**src/rtl/mem_port_arbiter.sv**
```systemverilog
// Shares one single-port synchronous memory between the instruction-fetch (IF) and
// load/store (LS) ports. One transaction is in flight at a time, and LS has priority
// over IF, limited by a starvation counter.
module mem_port_arbiter #(
  parameter int ADDR_W     = 32,
  parameter int DATA_W     = 32,
  parameter int MEM_LAT    = 1,
  parameter int STARVE_MAX = 4
) (
  input  logic              clk,
  input  logic              rst,
  input  logic              if_req,
  input  logic [ADDR_W-1:0] if_addr,
  output logic              if_gnt,
  output logic              if_rvalid,
  output logic [DATA_W-1:0] if_rdata,
  input  logic              ls_req,
  input  logic              ls_we,
  input  logic [ADDR_W-1:0] ls_addr,
  input  logic [DATA_W-1:0] ls_wdata,
  output logic              ls_gnt,
  output logic              ls_rvalid,
  output logic [DATA_W-1:0] ls_rdata,
  output logic              mem_en,
  output logic              mem_we,
  output logic [ADDR_W-1:0] mem_addr,
  output logic [DATA_W-1:0] mem_wdata,
  input  logic [DATA_W-1:0] mem_rdata,
  output logic              busy
);

  localparam int CNT_W = (MEM_LAT > 1) ? $clog2(MEM_LAT) : 1;
  localparam int SC_W  = $clog2(STARVE_MAX + 1);
  localparam logic [CNT_W-1:0] LAST_WAIT  = CNT_W'(MEM_LAT - 1);
  localparam logic [SC_W-1:0]  STARVE_LIM = SC_W'(STARVE_MAX);

  typedef enum logic [1:0] {IDLE, ISSUE, WAIT} state_t;

  state_t            state, state_nxt;
  logic [CNT_W-1:0]  wait_cnt, wait_nxt;
  logic [SC_W-1:0]   starve_cnt, starve_nxt;
  logic              owner_ls, owner_ls_nxt;
  logic              owner_we, owner_we_nxt;

  logic              if_gnt_nxt, ls_gnt_nxt, if_rvalid_nxt, ls_rvalid_nxt;
  logic              mem_en_nxt, mem_we_nxt, busy_nxt;
  logic [DATA_W-1:0] if_rdata_nxt, ls_rdata_nxt, mem_wdata_nxt;
  logic [ADDR_W-1:0] mem_addr_nxt;

  logic any_req, if_wins, last_wait;

  assign any_req   = if_req | ls_req;
  assign if_wins   = if_req & (~ls_req | (starve_cnt == STARVE_LIM));
  assign last_wait = (wait_cnt == LAST_WAIT);

  always_ff @(posedge clk or posedge rst) begin
    if (rst) state <= IDLE;
    else     state <= state_nxt;
  end

  always_comb begin
    state_nxt = state;
    unique case (state)
      IDLE:    if (any_req) state_nxt = ISSUE;
      ISSUE:   state_nxt = WAIT;
      WAIT:    if (last_wait) state_nxt = IDLE;
      default: state_nxt = IDLE;
    endcase
  end

  // Next values for every registered output and for the arbitration bookkeeping.
  always_comb begin
    if_gnt_nxt    = 1'b0;
    ls_gnt_nxt    = 1'b0;
    if_rvalid_nxt = 1'b0;
    ls_rvalid_nxt = 1'b0;
    mem_en_nxt    = 1'b0;
    mem_we_nxt    = 1'b0;
    mem_addr_nxt  = mem_addr;
    mem_wdata_nxt = mem_wdata;
    if_rdata_nxt  = if_rdata;
    ls_rdata_nxt  = ls_rdata;
    owner_ls_nxt  = owner_ls;
    owner_we_nxt  = owner_we;
    starve_nxt    = starve_cnt;
    wait_nxt      = wait_cnt;
    unique case (state)
      IDLE: begin
        if (any_req) begin
          mem_en_nxt = 1'b1;
          if (if_wins) begin
            if_gnt_nxt    = 1'b1;
            mem_addr_nxt  = if_addr;
            mem_wdata_nxt = '0;
            owner_ls_nxt  = 1'b0;
            owner_we_nxt  = 1'b0;
            starve_nxt    = '0;
          end else begin
            ls_gnt_nxt    = 1'b1;
            mem_we_nxt    = ls_we;
            mem_addr_nxt  = ls_addr;
            mem_wdata_nxt = ls_wdata;
            owner_ls_nxt  = 1'b1;
            owner_we_nxt  = ls_we;
            if (!if_req)
              starve_nxt = '0;
            else if (starve_cnt != STARVE_LIM)
              starve_nxt = starve_cnt + 1'b1;
          end
        end else begin
          starve_nxt = '0;
        end
      end
      ISSUE: wait_nxt = '0;
      WAIT: begin
        wait_nxt = wait_cnt + 1'b1;
        // Read data is valid on the last wait cycle; rvalid lands in the next IDLE cycle.
        if (last_wait) begin
          if (owner_ls) begin
            ls_rvalid_nxt = 1'b1;
            if (!owner_we) ls_rdata_nxt = mem_rdata;
          end else begin
            if_rvalid_nxt = 1'b1;
            if_rdata_nxt  = mem_rdata;
          end
        end
      end
      default: ;
    endcase
    busy_nxt = (state_nxt != IDLE);
  end

  always_ff @(posedge clk or posedge rst) begin
    if (rst) begin
      if_gnt     <= 1'b0;
      ls_gnt     <= 1'b0;
      if_rvalid  <= 1'b0;
      ls_rvalid  <= 1'b0;
      if_rdata   <= '0;
      ls_rdata   <= '0;
      mem_en     <= 1'b0;
      mem_we     <= 1'b0;
      mem_addr   <= '0;
      mem_wdata  <= '0;
      busy       <= 1'b0;
      owner_ls   <= 1'b0;
      owner_we   <= 1'b0;
      starve_cnt <= '0;
      wait_cnt   <= '0;
    end else begin
      if_gnt     <= if_gnt_nxt;
      ls_gnt     <= ls_gnt_nxt;
      if_rvalid  <= if_rvalid_nxt;
      ls_rvalid  <= ls_rvalid_nxt;
      if_rdata   <= if_rdata_nxt;
      ls_rdata   <= ls_rdata_nxt;
      mem_en     <= mem_en_nxt;
      mem_we     <= mem_we_nxt;
      mem_addr   <= mem_addr_nxt;
      mem_wdata  <= mem_wdata_nxt;
      busy       <= busy_nxt;
      owner_ls   <= owner_ls_nxt;
      owner_we   <= owner_we_nxt;
      starve_cnt <= starve_nxt;
      wait_cnt   <= wait_nxt;
    end
  end

endmodule

```
**config.mk**
```make
export PLATFORM = sky130hd
export DESIGN_NAME = mem_port_arbiter
export DESIGN_NICKNAME = d
export VERILOG_FILES = /design/src/rtl/mem_port_arbiter.sv
export SDC_FILE = /design/constraint.sdc
export NUM_CORES = 1
export LEC_CHECK = 0
export ABC_AREA = 1
export CORE_MARGIN = 1.5
export CORE_UTILIZATION = 43
export CTS_BUF_LIST = sky130_fd_sc_hd__clkbuf_4 sky130_fd_sc_hd__clkbuf_8
export CTS_CLUSTER_SIZE = 10
export DETAILED_ROUTE_END_ITERATION = 8
export GPL_ROUTABILITY_DRIVEN = 1
export GPL_TIMING_DRIVEN = 0
export PLACE_DENSITY_LB_ADDON = 0.05
export SETUP_SLACK_MARGIN = 0.3
export SLEW_MARGIN = 20
export SYNTH_ARGS = -nofsm -noshare
export SYNTH_HDL_FRONTEND = slang
export SYNTH_SLANG_ARGS = --single-unit
```
**constraint.sdc**
```tcl
create_clock -name clk -period 5.64 [get_ports clk]
set_input_delay 1.128 -clock clk [delete_from_list [all_inputs] [get_ports clk]]
set_output_delay 1.128 -clock clk [all_outputs]
set_load 0.02 [all_outputs]
```
==> flow_metrics.tcl <==
set metrics [dict create \
    numCtsBuffers 17 \
    n_fill_cell 1202 \
    holdCritStartpoint "mem_wdata[28]" \
    period_needed_ps 2580 \
    placed_cells 1167 \
    hpwl_um 11900 \
    synth_nets 859 \
    dr.pass1.iters 5 \
    place_ws_ps 2950 \
    criticalPathCategory "reg2out" \
    antenna_found_initial 0 \
    critPathBufInv 1 \
    postCtsSetupBuffers 0 \
    slowest_delay_ps 670 \
    syn_inst 720 \
    whs_endpoint "mem_wdata[28]" \
    grt_max_degree 100 \
    seq_area_frac_synth_pct 59.1 \
    die_w_um 122 \
    outcome "finished clean" \
    synth_ff_type "dfrtp_1" \
    yosysTopAreaCell "dfrtp_1" \
    synth_adder_area_share_pct 1.24 \
    slew_headroom_pct 67.4 \
    drt_wl_total_um 16100 \
    yosysMostFrequentCell "nand2_1" \
    drive_above_1_share_pct 6.48 \
    hp-class "reg2reg" \
    crit_chain "clkdlybuf4s50_1" \
    power.total_mw 5.21 \
    synth_area_leaders "dfrtp_1 59%, nand2_1 17%, inv_1 6.9%, nand3_1 5.7%, o21ai_0 5.4%" \
    vias 5451 \
    r2r_slack_ps 3860 \
    final_max_slew_viol_count 0 \
    synth_enable_flop_cells 0 \
    htreeDepth 4 \
    critPathSlowestCell "clkdlybuf4s50_1" \
    async_flop_share_pct 100 \
    start_util_pct 43.8 \
    clockRootBuffer "clkbuf_8" \
    netlist_area_um2 6050 \
    worst_pin_slew_ps 489 \
    routabilityCongestion 0.800 \
    synth_commonest_cells "271 x nand2_1, 143 x dfrtp_1, 111 x inv_1" \
    cts-hold-fix-buffers 0 \
    worstReg2RegStart "state[0]" \
    cp_data_arrival_time_ps 1450 \
    core_area_um2 13800 \
    peakVddDrop_mv 0.261 \
    antenna_cells 0 \
    netlist.area_leader.share_pct 59.1 \
    rsz0062_at_grt "false" \
    synth_compound_gate_area_share_pct 5.89 \
    worst-path-max-fanout 2 \
    clk_pin_slew_ps 80 \
    hold_viol_final 0 \
    grt-ovfl-total 0 \
    power_leakage_nw 4.78 \
    synth_top_family_by_area "simple AND/OR/NAND/NOR gates" \
    synth_xor_area_share_pct 0.145 \
    start_kind "flop" \
    tritoncts "yes" \
    syn_avg_cell_area_um2 8.41 \
    clk_path_buf_depth 2 \
    core.rowCount 43 \
    synth_simple_gate_area_share_pct 23.4 \
    grt.total_usage_pct 22.6 \
    path_delay_family "buffers and inverters" \
    clk_latency_ps 440 \
    die_area_um2 14800 \
    top_level_ports 268 \
    die_h_um 122 \
    timing.fmax_mhz 387 \
    drt_iter0_markers 318 \
    end_kind "primary output" \
    clkSinkCount 143 \
    skew_ps 10.8 \
    post_cts_resized 0 \
    finalCritPeriodShare_pct 45.8 \
    fin_cells 1199 \
    finalSetupViolCount 0 \
    r2r-end "mem_wdata[11]" \
    p_per_area_nw_per_um2 555 \
    final_util_pct 68.0 \
    antenna_left 0 \
    yosysUniqueCellTypes 21 \
    fin_nets 1145 \
    worst-endpoint-required_ps 4510 \
    maxCapViolations 0 \
    ys_ff_latch 143 \
    port_buffers 266 \
    synthMuxAreaShare_pct 0 \
    via_per_inst 4.55 \
    holdWs_ps 481 \
    ff2ff_path_depth 10 \
    hold_path_depth 2 \
    final.setup.worst_slack_ps 3060 \
    grt_pass1_wl_um 25800 \
    grt_pass1_vias 5183 \
    wl_per_cell_um 13.4 \
    area_growth_pct 55.3 \
    yosys_warnings 0 \
    drc 0 \
]
## worst register-to-register path, cell delays in order, from the launching register on
cell and delay (ps):
dfrtp_1 410, inv_1 110, ha_1 150, buf_2 190
inv_2 90, nor2_4 230, nand2_2 140, inv_4 110
buf_4 170, nand2_1 70, nand2_1 60
## power by group
| group | switching [mW] | internal (mW) |
|---|---|---|
| clock network | 0.396 | 0.461 |
| logic | 1.41 | 1.18 |
| registers | 0.257 | 1.52 |
## per-layer routing
metal	wire length (um)	vias up	GRT usage (%)	part of all wire, %
li1	-	2753	-	-
met1	6770	2463	28.0	42
met2	7610	192	36.4	47
met3	1100	43	5.85	6.8
met4	645	0	11.5	4.0
met5	0	-	0	0
## worst max-delay path by stage
stage,startpoint,end,depth (start not counted)
2_1_floorplan,rst,busy,1
3_3_place_gp,rst,ls_rdata[5],2
3_5_place_dp,ls_req,mem_wdata[11],8
4_1_cts,mem_wdata[31],mem_wdata[31],1
5_1_grt,ls_rdata[28],ls_rdata[28],1
6_report,mem_addr[30],mem_addr[30],1
## through the flow
| stage | cell area [um2] | setup TNS [ps] |
|---|---|---|
| after floorplan | 6050 | 0 |
| after global placement | 8940 | -201760 |
| after detailed placement | 8980 | 0 |
| after CTS | 9400 | 0 |
| after global routing | 9400 | 0 |
| final | 9400 | 0 |
## cell type report
cell class / count / area [um2] / share of cell area, %
well taps: 180 / 225 / 2.40
clock inverters: 13 / 160 / 1.70
clock buffers: 19 / 262 / 2.78
plain buffers: 37 / 191 / 2.04
flip-flops and latches: 143 / 3580 / 38.1
inverters: 113 / 434 / 4.62
repair buffers: 267 / 2690 / 28.6
multi-input cells: 427 / 1860 / 19.8
## sequential cells by signal (all words and copies together) (netlist names)
| register | cells |
|---|---|
| if_rvalid | 1 |
| if_rdata | 32 |
| ls_gnt | 1 |
| mem_we | 1 |
| if_gnt | 1 |
| mem_en | 1 |
| mem_addr | 32 |
| wait_cnt | 1 |
| busy | 1 |
| ls_rvalid | 1 |
| owner_we | 1 |
| ls_rdata | 32 |
| starve_cnt | 3 |
| owner_ls | 1 |
| state | 2 |
| mem_wdata | 32 |
## cells by family after synthesis
| family | count (synthesis) |
|---|---|
| buf+inv | 150 |
| simple gates | 349 |
| compound gates | 71 |
| flops | 143 |
| fa+ha+maj | 6 |
| xor+xnor | 1 |
## layout by cell type (no fill, tap or decap), types with 2 or more instances in the layout
master and n:
o21ai_0 65, clkbuf_1 12, dfrtp_1 143, ha_1 6, clkbuf_8 19, nor2_1 3, bufinv_16 3, nor2_2 2
nand2_2 3, buf_4 4, buf_2 18, clkinv_2 3, inv_1 110, nand3_1 69, nand2_1 271, o21ai_1 3
clkdlybuf4s50_1 266, buf_6 2, a21oi_1 2, inv_6 2, clkinvlp_4 5
Power figures use the tool's default switching activity.
